<file path="src/rtl/if_fetch_buffer_pkg.sv">
// Shared fetch-buffer types and constants.
// Packet layout on the fetch data bus: {pc, inst}.
package if_fetch_buffer_pkg;

   localparam int FETCH_BUS_W = 64;
   localparam int PC_HI       = 63;
   localparam int PC_LO       = 32;
   localparam int INST_HI     = 31;
   localparam int INST_LO     = 0;

   localparam logic [31:0] RESET_PC = 32'h1C00_0000;

   typedef struct packed {
      logic [31:0] pc;
      logic [31:0] inst;
   } fetch_pkt_t;

endpackage

</file>
<file path="src/rtl/fetch_fifo.sv">
// Generic DEPTH x W synchronous FIFO with clear and occupancy.
// Occupancy is a counter; pointers wrap naturally at log2(DEPTH).
module fetch_fifo #(
   parameter int DEPTH = 4,
   parameter int W     = 32,
   parameter int CNT_W = 3
) (
   input  logic             clk_i,
   input  logic             rst_ni,
   input  logic             clr_i,
   input  logic             push_i,
   input  logic [W-1:0]     din_i,
   input  logic             pop_i,
   output logic [W-1:0]     dout_o,
   output logic [CNT_W-1:0] occ_o
);

   localparam int AW = $clog2(DEPTH);

   logic [W-1:0]     mem_q [DEPTH];
   logic [AW-1:0]    wptr_q, rptr_q;
   logic [CNT_W-1:0] occ_q;
   logic             do_push, do_pop;

   assign do_pop  = pop_i && (occ_q != '0);
   assign do_push = push_i && ((occ_q != CNT_W'(DEPTH)) || do_pop);

   always_ff @(posedge clk_i or negedge rst_ni) begin
      if (!rst_ni) begin
         wptr_q <= '0;
         rptr_q <= '0;
         occ_q  <= '0;
         for (int i = 0; i < DEPTH; i++) mem_q[i] <= '0;
      end else if (clr_i) begin
         wptr_q <= '0;
         rptr_q <= '0;
         occ_q  <= '0;
      end else begin
         if (do_push) begin
            mem_q[wptr_q] <= din_i;
            wptr_q        <= wptr_q + AW'(1);
         end
         if (do_pop) rptr_q <= rptr_q + AW'(1);
         occ_q <= occ_q + CNT_W'(do_push) - CNT_W'(do_pop);
      end
   end

   assign dout_o = mem_q[rptr_q];
   assign occ_o  = occ_q;

endmodule

</file>
<file path="src/rtl/if_fetch_buffer.sv">
// Fetch buffer: issues imem requests, tags returns with their PC,
// queues {pc, inst} for ID and cancels in-flight fetches on redirect.
module if_fetch_buffer
   import if_fetch_buffer_pkg::*;
#(
   parameter int DEPTH = 4,
   parameter int CNT_W = 3
) (
   input  logic                   clk,
   input  logic                   reset,
   input  logic [31:0]            pc,
   input  logic                   pc_valid,
   output logic                   fire,
   output logic                   addr_trans_ready,
   input  logic                   redirect,
   output logic                   inst_req,
   output logic [31:0]            inst_addr,
   input  logic                   inst_addr_ok,
   input  logic                   inst_data_ok,
   input  logic [31:0]            inst_rdata,
   output logic                   out_valid,
   input  logic                   out_ready,
   output logic [FETCH_BUS_W-1:0] data_bus
);

   localparam int SW = CNT_W + 2;

   logic [CNT_W-1:0] outst_q, outst_d;
   logic [CNT_W-1:0] cancel_q, cancel_d;
   logic [CNT_W-1:0] occ, tag_occ;
   logic [SW-1:0]    load;
   logic             room, drop, take, pop;
   logic [31:0]      tag;
   fetch_pkt_t       pkt_in, head;

   // cancelled fetches still occupy memory-side capacity
   assign load = SW'(occ) + SW'(outst_q) + SW'(cancel_q);
   assign room = reset && (load < SW'(DEPTH));

   assign addr_trans_ready = room && !redirect;
   assign inst_req         = pc_valid && addr_trans_ready;
   assign inst_addr        = pc;
   assign fire             = inst_req && inst_addr_ok;

   assign drop = inst_data_ok && (cancel_q != '0);
   assign take = inst_data_ok && (cancel_q == '0)
              && (outst_q != '0) && !redirect;
   assign pop  = out_valid && out_ready;

   assign pkt_in.pc   = tag;
   assign pkt_in.inst = inst_rdata;

   always_comb begin
      outst_d  = outst_q;
      cancel_d = cancel_q;
      if (redirect) begin
         outst_d  = '0;
         // a return arriving now consumes one of the pending slots
         cancel_d = cancel_q + outst_q
                  - CNT_W'(inst_data_ok && ((cancel_q != '0) || (outst_q != '0)));
      end else begin
         if (drop) cancel_d = cancel_q - CNT_W'(1);
         outst_d = outst_q + CNT_W'(fire) - CNT_W'(take);
      end
   end

   always_ff @(posedge clk or negedge reset) begin
      if (!reset) begin
         outst_q  <= '0;
         cancel_q <= '0;
      end else begin
         outst_q  <= outst_d;
         cancel_q <= cancel_d;
      end
   end

   fetch_fifo #(.DEPTH(DEPTH), .W(32), .CNT_W(CNT_W)) u_tag_q (
      .clk_i  (clk),
      .rst_ni (reset),
      .clr_i  (redirect),
      .push_i (fire),
      .din_i  (pc),
      .pop_i  (take),
      .dout_o (tag),
      .occ_o  (tag_occ)
   );

   fetch_fifo #(.DEPTH(DEPTH), .W(FETCH_BUS_W), .CNT_W(CNT_W)) u_data_q (
      .clk_i  (clk),
      .rst_ni (reset),
      .clr_i  (redirect),
      .push_i (take),
      .din_i  (pkt_in),
      .pop_i  (pop),
      .dout_o (head),
      .occ_o  (occ)
   );

   assign out_valid                 = (occ != '0);
   assign data_bus[PC_HI:PC_LO]     = head.pc;
   assign data_bus[INST_HI:INST_LO] = head.inst;

   a_no_spurious_ret: assert property (@(posedge clk) disable iff (!reset)
      inst_data_ok |-> ((outst_q != '0) || (cancel_q != '0)));

   a_cap: assert property (@(posedge clk) disable iff (!reset)
      (SW'(outst_q) + SW'(cancel_q)) <= SW'(DEPTH));

   a_tag_sync: assert property (@(posedge clk) disable iff (!reset)
      tag_occ == outst_q);

endmodule

</file>
<file path="config.mk">
export PLATFORM = sky130hd
export DESIGN_NAME = if_fetch_buffer
export DESIGN_NICKNAME = d
export VERILOG_FILES = /design/src/rtl/if_fetch_buffer_pkg.sv /design/src/rtl/fetch_fifo.sv /design/src/rtl/if_fetch_buffer.sv
export SDC_FILE = /design/constraint.sdc
export NUM_CORES = 1
export LEC_CHECK = 0
export BUFFER_PORTS_ARGS = -buffer_cell sky130_fd_sc_hd__buf_2
export CAP_MARGIN = 20
export CORE_MARGIN = 2
export CORE_UTILIZATION = 60
export DETAILED_ROUTE_END_ITERATION = 8
export PLACE_DENSITY = 0.8
export SKIP_LAST_GASP = 1
export SLEW_MARGIN = 20
export SYNTH_ARGS = -nofsm -noshare
export SYNTH_HDL_FRONTEND = slang
export SYNTH_SLANG_ARGS = --single-unit
export TNS_END_PERCENT = 20
</file>
<file path="constraint.sdc">
create_clock -name clk -period 4.18 [get_ports clk]
set_input_delay 0.627 -clock clk [delete_from_list [all_inputs] [get_ports clk]]
set_output_delay 0.627 -clock clk [all_outputs]
set_load 0.005 [all_outputs]
</file>
==> results_dict.tcl, run 1 <==
set metrics [dict create \
    r2r-end "outst_q[2]$_DFF_PN0_" \
    die_y_um 181.0 \
    area_delta_synth_final_pct 13.20 \
    rr_worst_depth 13 \
    cts_max_level 2 \
    synthArstFlopShare_pct 100.0 \
    power_density_mw_per_mm2 492.9 \
    cts_buffers 42 \
    synth_top_area_share_pct 53.77 \
    grt_pass1_vias 10810 \
    power_leakage_nw 10.65 \
    dieArea_mm2 0.03277 \
    antenna_found_initial 1 \
    regArea_mm2 0.01012 \
    yosysMostFrequentCell "dfrtp_1" \
    dr.pass1.iters 4 \
    start_util_pct 61.14 \
    rsz0062_at_grt "false" \
    cts_tree "done" \
    ys_top_cells_by_area "dfrtp_1 (54%), mux2_2 (14%), mux4_2 (12%)" \
    finalHoldViolations 0 \
    fin_crit_ps 3954 \
    irDropWorstVdd_mv 0.3534 \
    post-place-ws_ps 656.7 \
    ys_seq_area_share_pct 53.77 \
    placed_cells 1605 \
    layoutNonFillerInstCount 1682 \
    critical_path_class "reg -> out" \
    fin_setup_tns_ps 0 \
    drt_iter0_drc 531 \
    root_buffer "clkbuf_16" \
    die_w_um 181.0 \
    num_io_pins 171 \
    viasPerCell 5.897 \
    tightest_slew_ps 991.5 \
    synthCells 1113 \
    synth_warnings 0 \
    synth_cell_types 42 \
    startpoint_type "flop" \
    core_area_mm2 0.03075 \
    synth_common_cells "dfrtp_1 (404), mux2_2 (233), mux2_4 (120)" \
    postSynthAreaPerCell_um2 16.89 \
    reg2reg_from "outst_q[1]$_DFF_PN0_" \
    endpoint "inst_req" \
    hpwl_mm 22.47 \
    gp_congestion 0.7417 \
    min-delay-start "inst_rdata[27]" \
    crit_required_ps 3550 \
    syn-num-nets 1213 \
    grt_use_total_pct 23.53 \
    critPathLaunch "outst_q[1]$_DFF_PN0_" \
    vias 9918 \
    final_layout_size_suffix_gt1_share_pct 56.30 \
    grt_start_max_net_pins 187 \
    port_buffers 170 \
    cp.arrival_ps 3330 \
    min_path_type "in -> reg" \
    period_share_pct 94.58 \
    drc_errors 0 \
    diodes 0 \
    timing.final.ws_setup_ps 226.4 \
    ys.flop_type "dfrtp_1" \
    reg2reg_setup_slack_ps 600 \
    synth_seq_cells 404 \
    fill_cells 2073 \
    setup_viol 0 \
    final_antenna_net_count 0 \
    wl_per_cell_um 21.96 \
    final_nets 1354 \
    grt_pass1_wl_mm 61.09 \
    crit_path_end_kind "output port" \
    yosysTopAreaCell "dfrtp_1" \
    grt_remaining_overflow 0 \
    max-cap-violations 0 \
    fin_worst_skew_ps 11.82 \
    insertion_delay_ps 530 \
    crit_fanout 7 \
    synth_edf_count 0 \
    clk_pin_slew_ps 60 \
    routed_wl_mm 36.94 \
    outcome "completed" \
    finalMaxSlewViolations 0 \
    hold_slack_ps 356.9 \
    fmax_mhz 252.9 \
    cts_sinks 404 \
    slew_headroom_pct 33.90 \
    multi_input_area_mm2 0.008020 \
    synth.cell_area_mm2 0.01880 \
    clockBufferDepth 3 \
    rows 64 \
]
where the power goes:
part	internal [mW]	switching (mW)	total, mW
registers	4.32	0.341	4.66
clock network	2.28	1.50	3.77
logic	1.17	0.893	2.06
total	7.76	2.73	10.5
cell usage in the layout (no fill, tap or decap), types with 2 or more instances in the layout:
cell and n:
dfrtp_2 2, buf_4 9, mux2_4 120, inv_1 25, xnor2_1 9, nor2_1 13
nor2b_1 5, fa_1 7, mux2_2 233, nor3_1 2, clkinv_2 8, mux4_2 96
and3_2 2, clkbuf_8 11, mux2i_1 4, o21a_1 2, buf_12 10, nor4_4 4
clkbuf_16 45, nand2b_1 3, ha_1 22, dfrtp_1 401, nand2_4 4, o21ai_0 2
clkbuf_1 9, nand2_1 6, xor2_1 4, mux2_1 32, nand3_1 6, buf_2 169
bufinv_16 2
critical path, cell delays in order, from the launching register on:
cell and delay, ps:
dfrtp_1 450, inv_1 120, fa_1 620, nor2_1 80, fa_1 390, nor3b_1 160, o211ai_2 530, nor2_1 140
and2_1 190, buf_2 120
cell type report:
type | count | share of cell area [%]
Sequential cell | 404 | 47.53
Multi-Input combinational cell | 591 | 37.68
Clock buffer | 65 | 6.161
Timing Repair Buffer | 190 | 5.350
Tap cell | 396 | 2.328
Clock inverter | 11 | 0.5056
Inverter | 25 | 0.4409
cells by family after synthesis:
group | after synthesis | synth area share, %
flops | 404 | 53.77
xor+xnor | 13 | 0.6056
fa+ha+maj | 29 | 2.209
compound gates | 9 | 0.4592
buf+inv | 118 | 3.674
simple gates | 55 | 2.110
mux | 485 | 37.17
timing repair:
action,in CTS,in global routing
gates resized for setup,0,0
hold buffers,1,0
hold endpoints to repair,22,0
setup buffers,0,0
worst min-delay path by stage:
| stage | end | slack [ps] | depth (start not counted) |
|---|---|---|---|
| finish | u_data_q.mem_q[219]$_DFFE_PN0P_ | 360 | 2 |
| global route | u_data_q.mem_q[208]$_DFFE_PN0P_ | 360 | 2 |
| CTS | u_data_q.mem_q[219]$_DFFE_PN0P_ | 340 | 2 |
| detailed placement | u_data_q.mem_q[82]$_DFFE_PN0P_ | 480 | 1 |
| global placement | u_data_q.mem_q[83]$_DFFE_PN0P_ | 470 | 1 |
| floorplan | cancel_q[0]$_DFFE_PN0P_ | 330 | 0 |
sequential cells by signal, indices dropped and copies added, names as in the netlist:
name and cells:
u_data_q.occ_o 3, u_data_q.rptr_q 2, u_data_q.mem_q 256, u_data_q.wptr_q 2, u_tag_q.rptr_q 2, u_tag_q.wptr_q 2, cancel_q 3, u_tag_q.occ_o 3
outst_q 3, u_tag_q.mem_q 128
stage by stage:
stage                     utilization, %  total power [mW]  instance area (µm²)
after floorplan                        -             6.121                18800
after global placement             64.57             6.707                19850
after detailed placement           64.57             6.786                19850
after CTS                          69.21             10.61                21280
after global routing               69.21             11.00                21280
final                              69.21             10.49                21280
layer usage:
layer	track usage (%)	wire length, µm	vias up
met4	5.756	774	2
li1	-	-	4340
met5	0	13	-
met1	34.50	17240	5302
met2	37.89	17570	212
met3	3.245	1346	62
Power figures use the tool's default switching activity.
==> run 2, diff against run 1 <==
--- a/config.mk
+++ b/config.mk
@@ -5,11 +5,11 @@
 export SDC_FILE = /design/constraint.sdc
 export NUM_CORES = 1
 export LEC_CHECK = 0
-export BUFFER_PORTS_ARGS = -buffer_cell sky130_fd_sc_hd__buf_2
 export CAP_MARGIN = 20
 export CORE_MARGIN = 2
-export CORE_UTILIZATION = 60
+export CORE_UTILIZATION = 64
 export DETAILED_ROUTE_END_ITERATION = 8
+export DONT_BUFFER_PORTS = 1
 export PLACE_DENSITY = 0.8
 export SKIP_LAST_GASP = 1
 export SLEW_MARGIN = 20
==> run 2 against run 1 <==
- the run now ends with hold timing left
- final area is 3.9% lower
- global-route usage increased by 0.26 points
- final cell count fell by 11%
- total power about the same
- critical path depth decreased by 1
- setup slack better by 100 ps
- clock skew up 4.0 ps
- routed wire length is 4.8% lower
- critical path type unchanged
- largest power group unchanged
==> results_dict.tcl, run 2 (synthesis gave the netlist of run 1 again) <==
set metrics [dict create \
    outcome "finished with violations" \
    failed_checks "hold timing" \
    start_util_pct 65.32 \
    crit_path_end_kind "output port" \
    grt_pass1_vias 10140 \
    diodes 0 \
    crit_family "adder cells" \
    wl_met3_mm 2.066 \
    power_density_mw_per_mm2 513.4 \
    path_cells "inv_1 -> fa_1 -> nor2_1 -> fa_1 -> nor3b_1 -> o211ai_2 -> nor2_1 -> and2_1" \
    critPathMaxStageDelay_ps 630 \
    core_area_mm2 0.02878 \
    dieArea_mm2 0.03076 \
    clockBufferDepth 3 \
    period_share_pct 92.13 \
    insertion_delay_ps 530 \
    startpoint_type "flop" \
    grt_start_max_net_pins 406 \
    clk_pin_slew_ps 60 \
    crit_required_ps 3550 \
    reg2reg_setup_slack_ps 500 \
    port_buffers 0 \
    cts_buffers 42 \
    top_regs "u_data_q.mem_q: 256 flops, u_tag_q.mem_q: 128 flops" \
    final_antenna_net_count 0 \
    cts_tree "done" \
    final_nets 1177 \
    fmax_mhz 259.7 \
    tightest_slew_ps 1347 \
    cp.arrival_ps 3220 \
    rr_worst_depth 13 \
    wl_per_cell_um 23.53 \
    cts_sinks 404 \
    routed_wl_mm 35.15 \
    multi_input_area_mm2 0.008020 \
    reg2reg_from "outst_q[1]$_DFF_PN0_" \
    critPathLaunch "outst_q[1]$_DFF_PN0_" \
    num_io_pins 171 \
    fin_worst_skew_ps 15.78 \
    dr.pass1.iters 4 \
    setup_viol 0 \
    hpwl_mm 20.11 \
    endpoint "inst_req" \
    die_w_um 175.4 \
    regArea_mm2 0.01012 \
    final_layout_size_suffix_gt1_share_pct 49.82 \
    rsz0062_at_grt "false" \
    r2r-end "outst_q[2]$_DFF_PN0_" \
    fin_util_pct 71.05 \
    rows 62 \
    top_layer "met4" \
    cp.depth 8 \
    final_common_cell "dfrtp_1" \
    wl_met1_mm 15.32 \
    top_register "u_data_q.mem_q" \
    slew_headroom_pct 10.21 \
    hold_slack_ps -203.5 \
    mostFrequentLayoutCells "dfrtp_1 (401), mux2_2 (233), mux2_4 (120), mux4_2 (96), clkbuf_16 (45)" \
    antenna_found_initial 0 \
    slowest_stage "fa_1" \
    crit_fanout 7 \
    largest_register_ffs 256 \
    viasPerCell 6.154 \
    fin_setup_tns_ps 0 \
    die_y_um 175.4 \
    fin_crit_ps 3851 \
    irDropWorstVdd_mv 0.4409 \
    cp_num_buf_inv 1 \
    max-cap-violations 0 \
    grt_pass1_wl_mm 57.17 \
    min_path_type "in -> async" \
    cts_max_level 2 \
    grt_remaining_overflow 0 \
    drt_iter0_drc 511 \
    power_leakage_nw 9.863 \
    critical_path_class "reg -> out" \
    drc_errors 0 \
    finalMaxSlewViolations 0 \
    finalHoldViolations 146 \
    grt_use_total_pct 23.78 \
    root_buffer "clkbuf_16" \
    dr_wl_met2_mm 17.15 \
    vias 9194 \
    gp_congestion 0.7704 \
    fill_cells 1753 \
    area_delta_synth_final_pct 8.765 \
]
[run 2: cell count changes in the layout (fill, tap and decap cells not counted), sizes merged]
| cell | change |
|---|---|
| buf | -176 |
| bufinv | +5 |
| clkbuf | -6 |
| clkinv | -2 |
| clkinvlp | +4 |
| dlygate4sd3 | -1 |
[run 2: metal layers]
metal / global-route usage [%] / vias up
li1: - / 3987
met1: 33.12 / 4977
met2: 38.75 / 183
met3: 5.498 / 47
met4: 5.417 / 0
met5: 0 / -
[run 2: power by group]
group          leakage [nW]  switching [mW]  internal [mW]  total [mW]
combinational          3.55           0.676           1.05        1.73
clock                 0.748            1.52           2.55        4.07
sequential             5.57           0.383           4.32        4.70
total                  9.86            2.58           7.92        10.5
[run 2: layout make-up]
class | instances | area share (%)
Inverter | 25 | 0.4589
Clock buffer | 59 | 6.204
Sequential cell | 404 | 49.48
Clock inverter | 18 | 1.377
Multi-Input combinational cell | 591 | 39.22
Tap cell | 384 | 2.350
Timing Repair Buffer | 13 | 0.9056
[run 2: repair_timing]
item	CTS	global route
setup buffers	0	0
resized for setup	0	0
endpoints found under the hold margin	404	404
[run 2: worst min path at each step]
| stage | slack, ps | to |
|---|---|---|
| floorplan | 330 | cancel_q[0]$_DFFE_PN0P_ |
| global placement | 340 | u_data_q.mem_q[210]$_DFFE_PN0P_ |
| detailed placement | 340 | u_data_q.mem_q[210]$_DFFE_PN0P_ |
| CTS | -220 | u_data_q.mem_q[210]$_DFFE_PN0P_ |
| global route | -230 | u_data_q.mem_q[210]$_DFFE_PN0P_ |
| finish | -200 | u_data_q.mem_q[210]$_DFFE_PN0P_ |
[run 2: through the flow]
step,instance area [µm²],setup slack (ps),std cells,total power [mW]
finish,20450,328.8,1494,10.50
global route,20450,154.0,1494,10.98
CTS,20450,285.7,1494,10.60
detailed placement,18900,539.2,1417,6.510
global placement,18900,596.3,1417,6.441
floorplan,18800,713.2,1113,6.121
